==> config.mk <==
export PLATFORM = sky130hd
export DESIGN_NAME = uart_rx_oversampled_flat
export DESIGN_NICKNAME = d
export VERILOG_FILES = /design/src/rtl/uart_rx_oversampled_pkg.sv /design/src/rtl/uart_rx_oversampled_if.sv /design/src/rtl/uart_rx_oversampled_sync.sv /design/src/rtl/uart_rx_oversampled.sv /design/src/flat_wrapper.sv
export SDC_FILE = /design/constraint.sdc
export NUM_CORES = 1
export LEC_CHECK = 0
export CORE_ASPECT_RATIO = 1.75
export CORE_UTILIZATION = 56
export DETAILED_ROUTE_END_ITERATION = 8
export DONT_BUFFER_PORTS = 1
export PLACE_DENSITY_LB_ADDON = 0.05
export SLEW_MARGIN = 25
export SYNTH_ARGS = -nofsm -noshare
export SYNTH_HDL_FRONTEND = slang
export SYNTH_HIERARCHICAL = 1
export SYNTH_SLANG_ARGS = --single-unit
==> constraint.sdc <==
create_clock -name clk -period 1.6 [get_ports clk]
set_clock_uncertainty 0.05 [all_clocks]
set_input_delay 0.32 -clock clk [delete_from_list [all_inputs] [get_ports clk]]
set_output_delay 0.32 -clock clk [all_outputs]
set_load 0.005 [all_outputs]
==> src/rtl/uart_rx_oversampled_pkg.sv <==
`default_nettype none
// +----------------------------------------------------------------------------+
// | Module  : uart_rx_oversampled_pkg                                           |
// | Brief   : Shared UART state encoding and default frame geometry.            |
// | Revision: 1.0                                                               |
// +----------------------------------------------------------------------------+
package uart_rx_oversampled_pkg;

    localparam int unsigned DEF_DATA_BITS  = 8;
    localparam int unsigned DEF_OVERSAMPLE = 16;

    typedef enum logic [2:0] {
        ST_IDLE   = 3'd0,
        ST_START  = 3'd1,
        ST_DATA   = 3'd2,
        ST_PARITY = 3'd3,
        ST_STOP   = 3'd4,
        ST_BREAK  = 3'd5
    } rx_state_e;

endpackage
`default_nettype wire

==> src/rtl/uart_rx_oversampled_if.sv <==
`default_nettype none
// +----------------------------------------------------------------------------+
// | Module  : uart_rx_oversampled_if                                            |
// | Brief   : Serial line / tick inputs and received-word outputs of the RX.    |
// | Revision: 1.0                                                               |
// +----------------------------------------------------------------------------+
interface uart_rx_oversampled_if
    import uart_rx_oversampled_pkg::*;
#(
    parameter int DATA_BITS = DEF_DATA_BITS
);
    logic                 rx_tick;
    logic                 rx;
    logic [DATA_BITS-1:0] rx_data;
    logic                 rx_valid;
    logic                 frame_err;
    logic                 parity_err;
    logic                 busy;

    modport master (
        output rx_tick, rx,
        input  rx_data, rx_valid, frame_err, parity_err, busy
    );

    modport slave (
        input  rx_tick, rx,
        output rx_data, rx_valid, frame_err, parity_err, busy
    );
endinterface
`default_nettype wire

==> src/rtl/uart_rx_oversampled_sync.sv <==
`default_nettype none
// +----------------------------------------------------------------------------+
// | Module  : uart_rx_sync                                                      |
// | Brief   : Two-flop synchronizer, resets to the idle (high) line level.      |
// | Revision: 1.0                                                               |
// +----------------------------------------------------------------------------+
module uart_rx_sync
    import uart_rx_oversampled_pkg::*;
#(
    parameter int WIDTH = 1
) (
    input  wire logic             clk,
    input  wire logic             reset,
    input  wire logic [WIDTH-1:0] d_i,
    output logic      [WIDTH-1:0] q_o
);
    logic [WIDTH-1:0] meta_q;
    logic [WIDTH-1:0] sync_q;

    always_ff @(posedge clk or posedge reset) begin
        if (reset) begin
            meta_q <= '1;
            sync_q <= '1;
        end else begin
            meta_q <= d_i;
            sync_q <= meta_q;
        end
    end

    assign q_o = sync_q;
endmodule
`default_nettype wire

==> src/rtl/uart_rx_oversampled.sv <==
`default_nettype none
// +----------------------------------------------------------------------------+
// | Module  : uart_rx_oversampled                                               |
// | Brief   : Oversampling UART receiver, centre-sampled bits, optional parity. |
// | Revision: 1.0                                                               |
// +----------------------------------------------------------------------------+
module uart_rx_oversampled
    import uart_rx_oversampled_pkg::*;
#(
    parameter int DATA_BITS  = DEF_DATA_BITS,
    parameter int OVERSAMPLE = DEF_OVERSAMPLE,
    parameter int PARITY_EN  = 0,
    parameter int PARITY_ODD = 0
) (
    input  wire logic             clk,
    input  wire logic             reset,
    uart_rx_oversampled_if.slave  bus
);
    localparam int TW = $clog2(OVERSAMPLE);
    localparam int BW = $clog2(DATA_BITS);

    localparam logic [TW-1:0] c_HALF_M1  = TW'(OVERSAMPLE / 2 - 1);
    localparam logic [TW-1:0] c_FULL_M1  = TW'(OVERSAMPLE - 1);
    localparam logic [BW-1:0] c_LAST_BIT = BW'(DATA_BITS - 1);
    localparam logic          c_ODD      = 1'(PARITY_ODD);

    logic                 rx_s;
    rx_state_e            state_q;
    logic [TW-1:0]        tick_cnt_q;
    logic [BW-1:0]        bit_idx_q;
    logic [DATA_BITS-1:0] shreg_q;
    logic                 perr_q;
    logic [DATA_BITS-1:0] rx_data_q;
    logic                 rx_valid_q;
    logic                 frame_err_q;
    logic                 parity_err_q;

    uart_rx_sync #(.WIDTH(1)) u_sync (
        .clk   (clk),
        .reset (reset),
        .d_i   (bus.rx),
        .q_o   (rx_s)
    );

    always_ff @(posedge clk or posedge reset) begin
        if (reset) begin
            state_q      <= ST_IDLE;
            tick_cnt_q   <= '0;
            bit_idx_q    <= '0;
            shreg_q      <= '0;
            perr_q       <= 1'b0;
            rx_data_q    <= '0;
            rx_valid_q   <= 1'b0;
            frame_err_q  <= 1'b0;
            parity_err_q <= 1'b0;
        end else begin
            rx_valid_q <= 1'b0;
            if (bus.rx_tick) begin
                unique case (state_q)
                    ST_IDLE: begin
                        if (!rx_s) begin
                            state_q    <= ST_START;
                            tick_cnt_q <= '0;
                        end
                    end
                    // A start bit that is gone by mid-bit is treated as line noise.
                    ST_START: begin
                        if (tick_cnt_q == c_HALF_M1) begin
                            tick_cnt_q <= '0;
                            bit_idx_q  <= '0;
                            state_q    <= rx_s ? ST_IDLE : ST_DATA;
                        end else begin
                            tick_cnt_q <= tick_cnt_q + TW'(1);
                        end
                    end
                    ST_DATA: begin
                        if (tick_cnt_q == c_FULL_M1) begin
                            shreg_q    <= {rx_s, shreg_q[DATA_BITS-1:1]};
                            tick_cnt_q <= '0;
                            if (bit_idx_q == c_LAST_BIT) begin
                                bit_idx_q <= '0;
                                state_q   <= (PARITY_EN != 0) ? ST_PARITY : ST_STOP;
                            end else begin
                                bit_idx_q <= bit_idx_q + BW'(1);
                            end
                        end else begin
                            tick_cnt_q <= tick_cnt_q + TW'(1);
                        end
                    end
                    ST_PARITY: begin
                        if (tick_cnt_q == c_FULL_M1) begin
                            perr_q     <= (^shreg_q) ^ rx_s ^ c_ODD;
                            tick_cnt_q <= '0;
                            state_q    <= ST_STOP;
                        end else begin
                            tick_cnt_q <= tick_cnt_q + TW'(1);
                        end
                    end
                    // Leaving at mid-stop lets a back-to-back start edge be caught.
                    ST_STOP: begin
                        if (tick_cnt_q == c_FULL_M1) begin
                            rx_data_q    <= shreg_q;
                            rx_valid_q   <= 1'b1;
                            frame_err_q  <= ~rx_s;
                            parity_err_q <= perr_q;
                            tick_cnt_q   <= '0;
                            state_q      <= rx_s ? ST_IDLE : ST_BREAK;
                        end else begin
                            tick_cnt_q <= tick_cnt_q + TW'(1);
                        end
                    end
                    ST_BREAK: begin
                        if (rx_s) begin
                            state_q <= ST_IDLE;
                        end
                    end
                    default: state_q <= ST_IDLE;
                endcase
            end
        end
    end

    assign bus.rx_data    = rx_data_q;
    assign bus.rx_valid   = rx_valid_q;
    assign bus.frame_err  = frame_err_q;
    assign bus.parity_err = parity_err_q;
    assign bus.busy       = (state_q != ST_IDLE);
endmodule
`default_nettype wire

==> src/flat_wrapper.sv <==
// flat-port wrapper written by rule: the top's interface ports become plain ports
module uart_rx_oversampled_flat import uart_rx_oversampled_pkg::*;
#(
    parameter int DATA_BITS  = DEF_DATA_BITS,
    parameter int OVERSAMPLE = DEF_OVERSAMPLE,
    parameter int PARITY_EN  = 0,
    parameter int PARITY_ODD = 0
)
  (clk, reset, bus_rx_tick, bus_rx, bus_rx_data, bus_rx_valid, bus_frame_err, bus_parity_err, bus_busy);
  uart_rx_oversampled_if #(.DATA_BITS(DATA_BITS)) bus_i ();
  input  wire logic clk;
  input  wire logic reset;
  input wire logic [$bits(bus_i.rx_tick)-1:0] bus_rx_tick;
  input wire logic [$bits(bus_i.rx)-1:0] bus_rx;
  output wire logic [$bits(bus_i.rx_data)-1:0] bus_rx_data;
  output wire logic [$bits(bus_i.rx_valid)-1:0] bus_rx_valid;
  output wire logic [$bits(bus_i.frame_err)-1:0] bus_frame_err;
  output wire logic [$bits(bus_i.parity_err)-1:0] bus_parity_err;
  output wire logic [$bits(bus_i.busy)-1:0] bus_busy;
  assign bus_i.rx_tick = bus_rx_tick;
  assign bus_i.rx = bus_rx;
  assign bus_rx_data = bus_i.rx_data;
  assign bus_rx_valid = bus_i.rx_valid;
  assign bus_frame_err = bus_i.frame_err;
  assign bus_parity_err = bus_i.parity_err;
  assign bus_busy = bus_i.busy;
  uart_rx_oversampled #(.DATA_BITS(DATA_BITS), .OVERSAMPLE(OVERSAMPLE), .PARITY_EN(PARITY_EN), .PARITY_ODD(PARITY_ODD)) u_core (.clk(clk), .reset(reset), .bus(bus_i));
endmodule
Word-level counts from Yosys, hierarchy flattened
Index checks and enable logic that the tools add are counted.

Logic and storage cells: 63. Flip-flop bits (word level): 32. Output and inout bits: 12.

Eq/ne operators: 15. Add/sub/neg operators: 2. Reductions and logical operators: 12. Multiplexer cells: 21. Bitwise logic cells: 2.

Operator list (number): two-way mux 3 bit (11); one-hot mux 3 bit (6 select lines) (1); two-way mux 4 bit (3); one-hot mux 4 bit (3 select lines) (1); AND reduction 3 bit (4); inequality test 2 x 1 -> 1 bit, second input constant (5); equality test 3 bit, second input constant (3); AND reduction 8 bit (1); XOR reduction 8 bit (1); equality test 3 x 2 -> 1 bit, second input constant (2); one-hot mux 3 bit (2 select lines) (1); nonzero test 3 bit (2); adder 4 x 1 -> 4 bit, second input constant (1); equality test 4 x 3 -> 1 bit, second input constant (1); equality test 4 bit, second input constant (1); inequality test 2 bit, second input constant (2); AND reduction 4 bit (1); adder 3 x 1 -> 3 bit, second input constant (1); equality test 3 x 1 -> 1 bit, second input constant (1); zero test 3 bit (1); two-way mux 1 bit (3); OR reduction 3 bit (1); two-way mux 2 bit (1); nonzero test 2 bit (1); other kinds (2) (2).

Logic depth before layout (Yosys ltp)
Depth in word-level cells: 4. Depth in mapped cells: 6.

Modules after synthesis
Netlist, hierarchy kept.

By module, submodules not included: uart_rx_oversampled (instances 1, area an instance 1635.3 sq um, cells an instance 144); uart_rx_sync (instances 1, area an instance 56.3 sq um, cells an instance 3).

Worst setup path after synthesis
Ideal clock, no wire load.

Path kind: flip-flop to flip-flop. Start: reg u_core.tick_cnt_q[0]. End: reg u_core.state_q[0]. Buffers on the path: 0. Slack: -0.136 ns. Stages on the path, launching flop included: 6. Setup time: 0.127 ns. Arrival time: 1.558 ns. Required time: 1.423 ns. Clock period less this slack: 1.736 ns. Path through: dfrtp_1 > ha_1 > and3b_1 > or3_1 > nand4_2 > mux2_1.

Longest elaborated chain between the ends: 3. Elaborated cells on any way between the ends: 7.

RTL lines: start: declaration (RTL line uart_rx_oversampled.sv:29) `logic [TW-1:0] tick_cnt_q;`; start signal: assignment (RTL line uart_rx_oversampled.sv:73) `tick_cnt_q <= tick_cnt_q + TW'(1);`; start signal: assignment (RTL line uart_rx_oversampled.sv:87) `tick_cnt_q <= tick_cnt_q + TW'(1);`; start signal: assignment (RTL line uart_rx_oversampled.sv:96) `tick_cnt_q <= tick_cnt_q + TW'(1);`; equality test 4 bit or equality test 4 x 3 -> 1 bit (tied branches); inequality test 2 x 1 -> 1 bit (no source line); AND reduction 8 bit (no source line) *; end signal: assignment (RTL line uart_rx_oversampled.sv:71) `state_q <= rx_s ? ST_IDLE : ST_DATA;`; end signal: assignment (RTL line uart_rx_oversampled.sv:82) `state_q <= (PARITY_EN != 0) ? ST_PARITY : ST_STOP;`; end signal: assignment (RTL line uart_rx_oversampled.sv:107) `state_q <= rx_s ? ST_IDLE : ST_BREAK;`; end: declaration (RTL line uart_rx_oversampled.sv:28) `rx_state_e state_q;`.

Every way passes the cells marked *; elsewhere a longest branch is shown, timed or not. A chain may end at the register's enable or synchronous reset.

Worst setup path in the final report
Start: reg u_core.state_q[2]. End: reg u_core.state_q[0].

Longest elaborated chain between the ends: 3. Elaborated cells on any way between the ends: 15.

RTL lines: equality test 3 bit, or another cell as far along (RTL line uart_rx_oversampled.sv:59) `unique case (state_q)`; inequality test 2 x 1 -> 1 bit (no source line) or inequality test 2 bit (tied branches); AND reduction 8 bit (no source line).

Several ways; a longest one is shown, not always the timed one.

==> results.tsv <==
metric	value	unit
yosysTopAreaCellShare	0.444	
overflow	0	
grt_pass1_wl	5770	um
post-dp-hpwl	2570	um
synth_top_flop_cell	dfrtp_1	
status	complete, but fails checks	
die_area	0.00325	mm^2
dpl.cell_count	192	
drtPass1Iterations	6	
hold-worst-slack	0.137	ns
synth_area_per_cell	11.5	um^2
drtIter0Drc	42	
worstSetupPathType	reg -> reg	
power	3000	uW
synthArstFlopShare	1.00	
power_density	1390	mW/mm^2
worstMarginPinSlew	0.260	ns
diodes	0	
drcViolationCount	2	
synth_cells	147	
dieHeight	74.7	um
min_path_type	in -> reg	
post_synth_num_cell_types	47	
cts.sinks	32	
maxCapViolCount	0	
clk_path_buf_depth	2	
p_seq_frac	0.319	
ant_nets	0	
syn_to_final_growth	27.4	%
rows	26	
instances_no_fill	206	
regToRegSetupSlack	-0.07	ns
combPwrFrac	0.461	
routedWlPerCell	18.1	um
endpoint_kind	flop	
htree_levels	2	
required	1.72	ns
final-hold-violation-count	0	
clk_pin_slew_worst_paths	0.06	ns
p_int	1990	uW
p_sw_frac	0.338	
portBuffers	0	
syn_nets	154	
p_leak	0.00104	uW
vias_per_cell	6.17	
initial_core_util	0.584	
worstPathMaxFanout	5	
design_area	0.00216	mm^2
regArea	803	um^2
netlist_area	0.00169	mm^2
clkPwrFrac	0.219	
clock_latency	0.28	ns
post-route-period-util	1.04	
crit_arrival	1.78	ns
r2r-start	u_core/state_q[2]	
slew_headroom	0.825	
fp.dieW	43.5	um
cts_buffers	5	
vias	1271	
ir_drop	1230	uV
max_freq	601	MHz
violations	DRC, setup timing	
period_needed	1.67	ns
synth_sequential_area_ratio	0.475	
grt_pass1_vias	1279	
grt_usage	0.247	
setup_slack	-0.0651	ns
placeableCoreArea	0.00290	mm^2
ys_ff_latch	32	
maxSlewViolCount	0	
grt_max_degree	19	
gp_congestion	0.971	
startpoint	u_core/state_q[2]	
cts_tree	done	
nFillCells	200	
setup_viol	20	
crit_end	u_core/state_q[0]	
wirelength	3730	um
reg2regPathDepth	4	
cts_root_buf	clkbuf_8	
multi_input_area	910	um^2
synth_warnings	6	
ys_top_cells_by_area	dfrtp_1 44%, mux2_2 8.0%, mux2_4 7.1%	
layout-drive-gt1-share	0.427	
yosys.area.top_type	dfrtp_1	
rsz0062_at_grt	true	
ys_top_cells_by_count	30 x dfrtp_1, 12 x mux2_2, 9 x nand2_1	
yosysMostFrequentCell	dfrtp_1	
post_dp_cell_area	0.00190	mm^2
layout.nets	185	
start_kind	flop	
num_io_pins	16	
switchingPower	1020	uW
synth-edff-count	0	
reg2reg_to	u_core/state_q[0]	
antenna_found_initial	0	
[metrics by stage]
step,worst slack [ns],TNS [ns],util
2_1_floorplan,-0.0537,-0.346,-
3_3_place_gp,-0.0282,-0.0549,0.656
3_5_place_dp,-0.0642,-0.136,0.656
4_1_cts,-0.0711,-0.304,0.719
5_1_grt,-0.123,-1.43,0.745
6_report,-0.0651,-0.533,0.745
[worst max-delay path, stage by stage, from the launching register on]
cell and delay (ns):
dfrtp_1 0.43, or3b_4 0.43, a21o_1 0.22, nand4_4 0.13
mux2_4 0.30
[registers in the layout, summed over array words and instances, names as in the netlist]
register / count
u_core/bus.rx_valid: 1
u_core/u_sync/q_o: 1
u_core/state_q: 3
u_core/tick_cnt_q: 4
u_core/bus.frame_err: 1
u_core/bus.parity_err: 1
u_core/shreg_q: 8
u_core/perr_q: 1
u_core/u_sync/meta_q: 1
u_core/bit_idx_q: 3
u_core/bus.rx_data: 8
[final cells by class]
| cell class | count | share of cell area |
|---|---|---|
| clock buffers | 7 | 0.0447 |
| inverters | 4 | 0.00696 |
| multi-input cells | 102 | 0.422 |
| flip-flops and latches | 32 | 0.373 |
| well taps | 28 | 0.0163 |
| repair buffers | 33 | 0.138 |
[cell families after synthesis]
kind of cell | after synthesis | synth area share
mux | 23 | 0.170
fa+ha+maj | 3 | 0.0222
compound gates | 23 | 0.0873
buf+inv | 13 | 0.0392
simple gates | 45 | 0.157
flops | 32 | 0.475
xor+xnor | 8 | 0.0496
[placed cells by master, fill, tap and decap left out, types with 4 or more instances in the layout]
master / Yosys / routed
dfrtp_1: 30 / 30
buf_4: 1 / 24
mux2_4: 8 / 19
nand2_1: 9 / 9
clkbuf_8: 0 / 7
o21ai_0: 6 / 6
xnor2_1: 5 / 5
nor2_1: 6 / 5
a21oi_1: 5 / 5
buf_6: 1 / 5
and3_1: 4 / 4
inv_1: 4 / 4
[routing by layer]
layer,up-vias,wire [um],GRT usage
li1,587,-,-
met1,634,1430,0.240
met2,36,2050,0.466
met3,14,112,0.0528
met4,0,138,0.135
met5,-,0,0
[power by group through the flow]
stage	clock [uW]	sequential, uW	combinational, uW
4_1_cts	686	952	1290
2_1_floorplan	0	954	712
6_report	659	960	1390
3_3_place_gp	0	962	1080
5_1_grt	712	967	1500
3_5_place_dp	0	964	1120
[how the worst min path moves through the flow]
stage | slack (ns) | cells past startpoint | startpoint | end
after floorplan | 0.18 | 1 | reset | u_core/u_sync/meta_q
after global placement | 0.19 | 1 | reset | u_core/u_sync/q_o
after detailed placement | 0.19 | 1 | reset | u_core/u_sync/meta_q
after CTS | 0.13 | 2 | bus_rx_tick | u_core/tick_cnt_q[3]
after global routing | 0.16 | 2 | bus_rx_tick | u_core/tick_cnt_q[3]
final | 0.14 | 2 | bus_rx_tick | u_core/tick_cnt_q[3]
[timing repair]
item                                    CTS  global route
buffers inserted                          4             1
hold buffers                              2             0
endpoints found under the setup margin   14            19
pin swaps                                 1             3
gates resized for setup                   9            13
cloned                                    0             0
endpoints found under the hold margin    33             0
Note: power is estimated with default switching activity, not from simulation.
